## config.mk

```make
export PLATFORM = sky130hd
export DESIGN_NAME = apb_master_int
export DESIGN_NICKNAME = d
export VERILOG_FILES = /design/src/rtl/apb_master_int.sv
export SDC_FILE = /design/constraint.sdc
export NUM_CORES = 1
export LEC_CHECK = 0
export ABC_AREA = 1
export CORE_ASPECT_RATIO = 0.5
export CORE_MARGIN = 2
export CORE_UTILIZATION = 43
export DETAILED_ROUTE_END_ITERATION = 10
export PLACE_DENSITY_LB_ADDON = 0.25
export SYNTH_ARGS = -nofsm -noshare
export SYNTH_HDL_FRONTEND = slang
export SYNTH_SLANG_ARGS = --single-unit
```

## constraint.sdc

```tcl
create_clock -name PCLK -period 3.14 [get_ports PCLK]
set_input_delay 0.314 -clock PCLK [delete_from_list [all_inputs] [get_ports PCLK]]
set_output_delay 0.314 -clock PCLK [all_outputs]
set_load 0.005 [all_outputs]
```

## src/rtl/apb_master_int.sv

```systemverilog
// APB4 requester engine: takes one command at a time, runs SETUP/ACCESS with
// wait states and an optional timeout, and returns the result on a response channel.
module apb_master_int #(
    parameter int TIMEOUT_CYCLES = 16,
    parameter int CNT_W          = 8
) (
    input  logic        PCLK,
    input  logic        PRESET,
    input  logic        cmd_valid,
    output logic        cmd_ready,
    input  logic        cmd_write,
    input  logic [31:0] cmd_addr,
    input  logic [31:0] cmd_wdata,
    input  logic [3:0]  cmd_wstrb,
    input  logic [2:0]  cmd_prot,
    output logic        rsp_valid,
    input  logic        rsp_ready,
    output logic [31:0] rsp_rdata,
    output logic        rsp_slverr,
    output logic        rsp_timeout,
    output logic        PSELx,
    output logic        PENABLE,
    output logic [31:0] PADDR,
    output logic        PWRITE,
    output logic [31:0] PWDATA,
    output logic [3:0]  PSTRB,
    output logic [2:0]  PPROT,
    input  logic [31:0] PRDATA,
    input  logic        PREADY,
    input  logic        PSLVERR
);

    localparam logic [1:0] IDLE   = 2'd0;
    localparam logic [1:0] SETUP  = 2'd1;
    localparam logic [1:0] ACCESS = 2'd2;
    localparam logic [1:0] RESP   = 2'd3;

    // The counter holds the number of wait cycles already elapsed, so the
    // abort fires on the ACCESS cycle where cnt_r is one short of the limit.
    localparam logic             TO_EN    = (TIMEOUT_CYCLES != 0);
    localparam logic [CNT_W-1:0] CNT_LAST = TO_EN ? CNT_W'(TIMEOUT_CYCLES - 1) : '0;

    logic [1:0]       state_r;
    logic [CNT_W-1:0] cnt_r;
    logic             timeout_hit_s;

    assign timeout_hit_s = TO_EN && (cnt_r == CNT_LAST);
    assign cmd_ready     = (state_r == IDLE);

    // APB sequencing, response capture and timeout counting
    always_ff @(posedge PCLK) begin
        if (PRESET) begin
            state_r     <= IDLE;
            cnt_r       <= '0;
            PSELx       <= 1'b0;
            PENABLE     <= 1'b0;
            PWRITE      <= 1'b0;
            PADDR       <= 32'd0;
            PWDATA      <= 32'd0;
            PSTRB       <= 4'd0;
            PPROT       <= 3'd0;
            rsp_valid   <= 1'b0;
            rsp_rdata   <= 32'd0;
            rsp_slverr  <= 1'b0;
            rsp_timeout <= 1'b0;
        end else begin
            case (state_r)
                IDLE: begin
                    if (cmd_valid) begin
                        PADDR   <= cmd_addr;
                        PWRITE  <= cmd_write;
                        PWDATA  <= cmd_wdata;
                        PSTRB   <= cmd_write ? cmd_wstrb : 4'b0000;
                        PPROT   <= cmd_prot;
                        PSELx   <= 1'b1;
                        PENABLE <= 1'b0;
                        state_r <= SETUP;
                    end
                end
                SETUP: begin
                    PENABLE <= 1'b1;
                    state_r <= ACCESS;
                end
                ACCESS: begin
                    if (PREADY) begin
                        PSELx       <= 1'b0;
                        PENABLE     <= 1'b0;
                        rsp_rdata   <= PWRITE ? 32'd0 : PRDATA;
                        rsp_slverr  <= PSLVERR;
                        rsp_timeout <= 1'b0;
                        rsp_valid   <= 1'b1;
                        state_r     <= RESP;
                    end else begin
                        cnt_r <= cnt_r + CNT_W'(1);
                        if (timeout_hit_s) begin
                            PSELx       <= 1'b0;
                            PENABLE     <= 1'b0;
                            rsp_rdata   <= 32'd0;
                            rsp_slverr  <= 1'b1;
                            rsp_timeout <= 1'b1;
                            rsp_valid   <= 1'b1;
                            state_r     <= RESP;
                        end
                    end
                end
                RESP: begin
                    if (rsp_ready) begin
                        rsp_valid <= 1'b0;
                        cnt_r     <= '0;
                        state_r   <= IDLE;
                    end
                end
                default: begin
                    PSELx     <= 1'b0;
                    PENABLE   <= 1'b0;
                    rsp_valid <= 1'b0;
                    cnt_r     <= '0;
                    state_r   <= IDLE;
                end
            endcase
        end
    end

endmodule

```

==> results of run 1 <==
Yosys cell counts (all sizes together):
cell type,count
ha,5
a21oi,46
or2,1
nor2,184
nand4,4
dfxtp,119
xor2,3
inv,21
nand3,8
nor3,2
o21ai,104
clkbuf,24
clkinv,1
buf,12
nand2,41
state kept, by name (all words and copies together) (netlist names), 2 cells and up:
| name | cells |
|---|---|
| cnt_r | 8 |
| rsp_rdata | 32 |
| PPROT | 3 |
| PADDR | 32 |
| state_r | 2 |
| PSTRB | 4 |
| PWDATA | 32 |
through the flow:
stage	worst slack [ns]	instances	instance area, um2
2_1_floorplan	1.64	575	4440
3_3_place_gp	1.15	903	6700
3_5_place_dp	1.08	903	6700
4_1_cts	1.16	935	7300
5_1_grt	1.07	935	7300
6_report	1.18	935	7300
report_power, final:
part | switching, mW | internal [mW] | leakage [nW]
Sequential | 0.178 | 1.87 | 0.977
Clock | 0.685 | 1.27 | 0.282
Combinational | 0.823 | 0.967 | 1.67
layer usage:
metal	global-route usage (%)	vias to the layer above
met5	0	-
met4	9.62	0
met3	6.29	18
met2	36.2	142
met1	26.0	1971
li1	-	2275
worst register-to-register path: stages (launching register included):
cell     delay, ns
dfxtp_1       0.36
ha_1          0.19
nand2_1       0.11
nor2_2        0.13
nand3_2       0.09
nand2_2       0.09
nand2_4       0.21
inv_4         0.34
o21ai_0       0.16
nor2_1        0.12
kinds of logic (layout without fill, tap and decap cells):
| logic type | count (synthesis) | in the layout |
|---|---|---|
| compound gates | 150 | 150 |
| simple gates | 240 | 240 |
| flops | 119 | 119 |
| buf+inv | 58 | 278 |
| xor+xnor | 3 | 3 |
| fa+ha+maj | 5 | 5 |
cell type report:
type | count | share of cell area, %
Tap cell | 140 | 2.40
Clock inverter | 12 | 2.09
Clock buffer | 20 | 6.12
Inverter | 22 | 1.17
Timing Repair Buffer | 224 | 30.9
Multi-Input combinational cell | 398 | 24.7
Sequential cell | 119 | 32.6
final timing paths:
kind / startpoint / to / slack [ns] / cells after the start
hold / removal: rsp_timeout / rsp_timeout / 0.45 / 2
setup reg to reg: cnt_r[1] / rsp_rdata[27] / 1.29 / 9
setup / recovery: state_r[1] / cmd_ready / 1.18 / 3
hold reg to reg: rsp_timeout / rsp_timeout / 0.45 / 2
==> flow_metrics.env, run 1 <==
export IMPL_outcome="complete, no violations"
export IMPL_power_total_mw=5.79
export IMPL_relSlewSlack_pct=58.8
export IMPL_timing_hold_ws_ns=0.451
export IMPL_worstPathRequired_ns=2.83
export IMPL_fp_row_count=26
export IMPL_p_leak_nw=2.93
export IMPL_cp_cell_sequence="inv_1 > ha_1 > clkdlybuf4s50_1"
export IMPL_setup_viol=0
export IMPL_cts_htree_levels=4
export IMPL_regArea_um2=2380
export IMPL_drive_gt1_share_pct=6.16
export IMPL_finalHoldViolations=0
export IMPL_cp_num_buf_inv=2
export IMPL_core_area_um2=10100
export IMPL_clk_pin_slew_ns=0.05
export IMPL_nNetsFinal=897
export IMPL_min_path_type="register to register"
export IMPL_synth_top_cells_by_area="dfxtp_1 54%, nor2_1 15%, o21ai_0 12%"
export IMPL_wl_per_cell_um=13.5
export IMPL_post_cts_buffers=0
export IMPL_ioPinCount=220
export IMPL_period_minus_slack_ns=1.96
export IMPL_yosys_area_share_adder_pct=1.41
export IMPL_die_area_um2=11200
export IMPL_gp_congestion=0.792
export IMPL_fin_setup_tns_ns=0
export IMPL_finalCritPeriodShare_pct=62.4
export IMPL_synth_compound_area_share_pct=17.1
export IMPL_critical_path_arrival_ns=1.65
export IMPL_clock_sinks=119
export IMPL_synth_cell_types=26
export IMPL_postSynthAreaPerCell_um2=7.71
export IMPL_ant_nets=0
export IMPL_dr_pass1_iters=4
export IMPL_grt_usage_pct=21.4
export IMPL_drt_met1_wl_um=5660
export IMPL_synth_top_area_share_pct=53.7
export IMPL_slowest_stage="clkdlybuf4s50_1"
export IMPL_die_y_um=75.8
export IMPL_synth_mux_area_share_pct=0
export IMPL_dp_hpwl_um=8500
export IMPL_cts_root_buf="clkbuf_16"
export IMPL_peakVddDrop_uv=543
export IMPL_route_vias_total=4406
export IMPL_insertion_delay_ns=0.40
export IMPL_layout_common_cells="219 x clkdlybuf4s50_1, 182 x nor2_1, 119 x dfxtp_1, 102 x o21ai_0, 45 x a21oi_1"
export IMPL_fill_cells=797
export IMPL_via_per_inst=4.71
export IMPL_start_kind="register"
export IMPL_tritoncts="built"
export IMPL_grt_pass1_vias=3900
export IMPL_antenna_found_initial=0
export IMPL_die_w_um=148
export IMPL_syn_nets=690
export IMPL_rsz0062_at_grt="false"
export IMPL_skew_ns=0.00763
export IMPL_highest_layer="met4"
export IMPL_numCtsBuffers=17
export IMPL_power_density_nw_per_um2=793
export IMPL_synthSimpleGateAreaFrac_pct=21.5
export IMPL_synth_xor_area_share_pct=0.592
export IMPL_cpPeakStageDelay_ns=0.54
export IMPL_end_kind="output port"
export IMPL_postCtsHoldBufs=0
export IMPL_final_util_pct=72.2
export IMPL_overflow=0
export IMPL_cp_max_fo=6
export IMPL_max_freq_mhz=510
export IMPL_crit_type="register to output port"
export IMPL_worst_pin_slew_ns=0.619
export IMPL_area_growth_syn_to_layout_pct=64.6
export IMPL_routed_wl_um=12600
export IMPL_initial_utilization_pct=43.8
export IMPL_cts_max_path_buffers=2
export IMPL_synth_area_leader_cell="dfxtp_1"
export IMPL_cts_resized_gates=0
export IMPL_crit_family="buffers and inverters"
export IMPL_synth_cells=575
export IMPL_io_buffers=219
export IMPL_report_final_slew_viol_count=0
export IMPL_ys_seq_elements=119
export IMPL_final_common_cell="clkdlybuf4s50_1"
export IMPL_post_route_drc_count=0
export IMPL_grt_pass1_wl_um=18800
export IMPL_ys_seq_area_share_pct=53.7
export IMPL_yosys_warnings=0
export IMPL_maxCapViolCount=0
export IMPL_wl_met2_um=5920
export IMPL_multi_input_area_um2=1810
export IMPL_syn_area_um2=4440
export IMPL_antenna_cells=0
export IMPL_synth_top_family_by_area="simple AND/OR/NAND/NOR gates"
export IMPL_grt_max_degree=74
export IMPL_drt_iter0_drc=197
export IMPL_met3_length_um=819
No activity file was read; power rests on OpenSTA's default activity.
==> inputs of run 2 (changes only) <==
Settings changed: CORE_UTILIZATION 43 to 40.
Clock period 3.14 ns to 2 ns, I/O delays scaled along.
==> flow_metrics.env, run 2 (synthesized netlist as in run 1, its figures left out) <==
export IMPL_outcome="complete, no violations"
export IMPL_cts_max_path_buffers=2
export IMPL_reg2reg_depth=10
export IMPL_cp_num_buf_inv=2
export IMPL_cts_resized_gates=0
export IMPL_drive_gt1_share_pct=7.12
export IMPL_grt_pass1_wl_um=20600
export IMPL_fin_ws_ns=0.167
export IMPL_drt_iter0_drc=189
export IMPL_r2r_start="state_r[0]"
export IMPL_dr_pass1_iters=4
export IMPL_fin_setup_tns_ns=0
export IMPL_worstPathRequired_ns=1.80
export IMPL_end_kind="output port"
export IMPL_dp_slack_ns=0.320
export IMPL_max_freq_mhz=545
export IMPL_insertion_delay_ns=0.40
export IMPL_dp_hpwl_um=8640
export IMPL_skew_ns=0.00731
export IMPL_postCtsHoldBufs=0
export IMPL_start_kind="register"
export IMPL_via_per_inst=4.74
export IMPL_die_area_um2=12000
export IMPL_nNetsFinal=903
export IMPL_crit_type="register to output port"
export IMPL_routed_wl_um=12800
export IMPL_fp_row_count=27
export IMPL_dp_cells=914
export IMPL_critical_path_arrival_ns=1.63
export IMPL_relSlewSlack_pct=78.1
export IMPL_clock_sinks=119
export IMPL_layoutNonFillerInstCount=946
export IMPL_wl_per_cell_um=13.5
export IMPL_overflow=0
export IMPL_hold_depth=3
export IMPL_cts_root_buf="clkbuf_16"
export IMPL_area_growth_syn_to_layout_pct=66.9
export IMPL_timing_hold_ws_ns=0.360
export IMPL_report_final_slew_viol_count=0
export IMPL_layout_common_cells="219 x clkdlybuf4s50_1, 182 x nor2_1, 119 x dfxtp_1, 102 x o21ai_0, 45 x a21oi_1"
export IMPL_ioPinCount=220
export IMPL_final_common_cell="clkdlybuf4s50_1"
export IMPL_cts_htree_levels=4
export IMPL_hp_start="cmd_wstrb[0]"
export IMPL_peakVddDrop_uv=696
export IMPL_p_leak_nw=2.98
export IMPL_min_path_type="input port to register"
export IMPL_tritoncts="built"
export IMPL_die_w_um=153
export IMPL_worst_pin_slew_ns=0.328
export IMPL_route_vias_total=4488
export IMPL_finalHoldViolations=0
export IMPL_antenna_found_initial=0
export IMPL_reg2reg_slack_ns=0.31
export IMPL_crit_family="buffers and inverters"
export IMPL_finalCritPeriodShare_pct=91.7
export IMPL_grt_pass1_vias=4227
export IMPL_gp_congestion=0.807
export IMPL_ant_nets=0
export IMPL_cp_cell_sequence="inv_1 > ha_1 > clkdlybuf4s50_1"
export IMPL_post_route_drc_count=0
export IMPL_die_y_um=78.5
export IMPL_largestRegisters="PADDR x32, PWDATA x32, rsp_rdata x32"
export IMPL_setup_viol=0
export IMPL_maxCapViolCount=0
export IMPL_min_to="PSTRB[0]"
export IMPL_slowest_stage="clkdlybuf4s50_1"
export IMPL_numCtsBuffers=17
export IMPL_initial_utilization_pct=40.6
export IMPL_period_minus_slack_ns=1.83
export IMPL_grt_max_degree=41
export IMPL_clk_pin_slew_ns=0.06
export IMPL_io_buffers=219
export IMPL_cpPeakStageDelay_ns=0.55
export IMPL_cp_max_fo=6
export IMPL_reg2reg_to="cnt_r[2]"
export IMPL_rsz0062_at_grt="false"
export IMPL_core_area_um2=10900
export IMPL_power_density_nw_per_um2=1260
export IMPL_grt_usage_pct=21.1
export IMPL_antenna_cells=0
export IMPL_post_cts_buffers=0
export IMPL_power_total_mw=9.36
## run 2: changes by cell type in the layout (fill, tap and decap cells not counted), sizes merged
cell    before  now
buf          5   11
bufinv       3    4
clkbuf      20   18
clkinv       5    4
inv         22   24
## run 2: worst register-to-register path: stages, from the launching register on
cell and delay [ns]:
dfxtp_1 0.36, inv_1 0.09, ha_1 0.29, inv_1 0.14, nand2_1 0.08, nand2_1 0.11
nand2_4 0.08, o21ai_2 0.21, inv_1 0.09, o21ai_1 0.09, nor2_1 0.05
## run 2: layout make-up
class,count,area (um2)
fill,877,3510
sequential,119,2380
timing repair buffer,230,2310
multi-input combinational,398,1810
clock buffer,18,439
clock inverter,14,199
tap,145,181
inverter,22,85.1
## run 2: worst max path at each step
stage	slack, ns	startpoint	depth (start not counted)	endpoint
2_1_floorplan	0.50	state_r[0]	10	cnt_r[2]
3_3_place_gp	0.37	cnt_r[0]	9	rsp_rdata[11]
3_5_place_dp	0.32	cnt_r[1]	9	rsp_rdata[9]
4_1_cts	0.15	state_r[0]	3	cmd_ready
5_1_grt	0.07	state_r[1]	3	cmd_ready
6_report	0.17	state_r[0]	3	cmd_ready
## run 2: where the power goes
| part | switching [mW] | internal (mW) |
|---|---|---|
| sequential | 0.283 | 2.94 |
| combinational | 1.30 | 1.57 |
| clock | 1.14 | 2.13 |
| total | 2.72 | 6.64 |
## run 2: layer usage
layer	GRT usage, %	part of all wire (%)	vias up
met4	8.98	1.8	0
met5	0	0	-
li1	-	-	2296
met3	5.36	5.3	23
met1	26.3	46	2034
met2	35.1	47	135
## run 2: metrics by stage
stage	cell area, um2	util, %
final	7400	67.9
after global routing	7400	67.9
after CTS	7400	67.9
after detailed placement	6770	62.0
after global placement	6770	62.0
after floorplan	4440	-
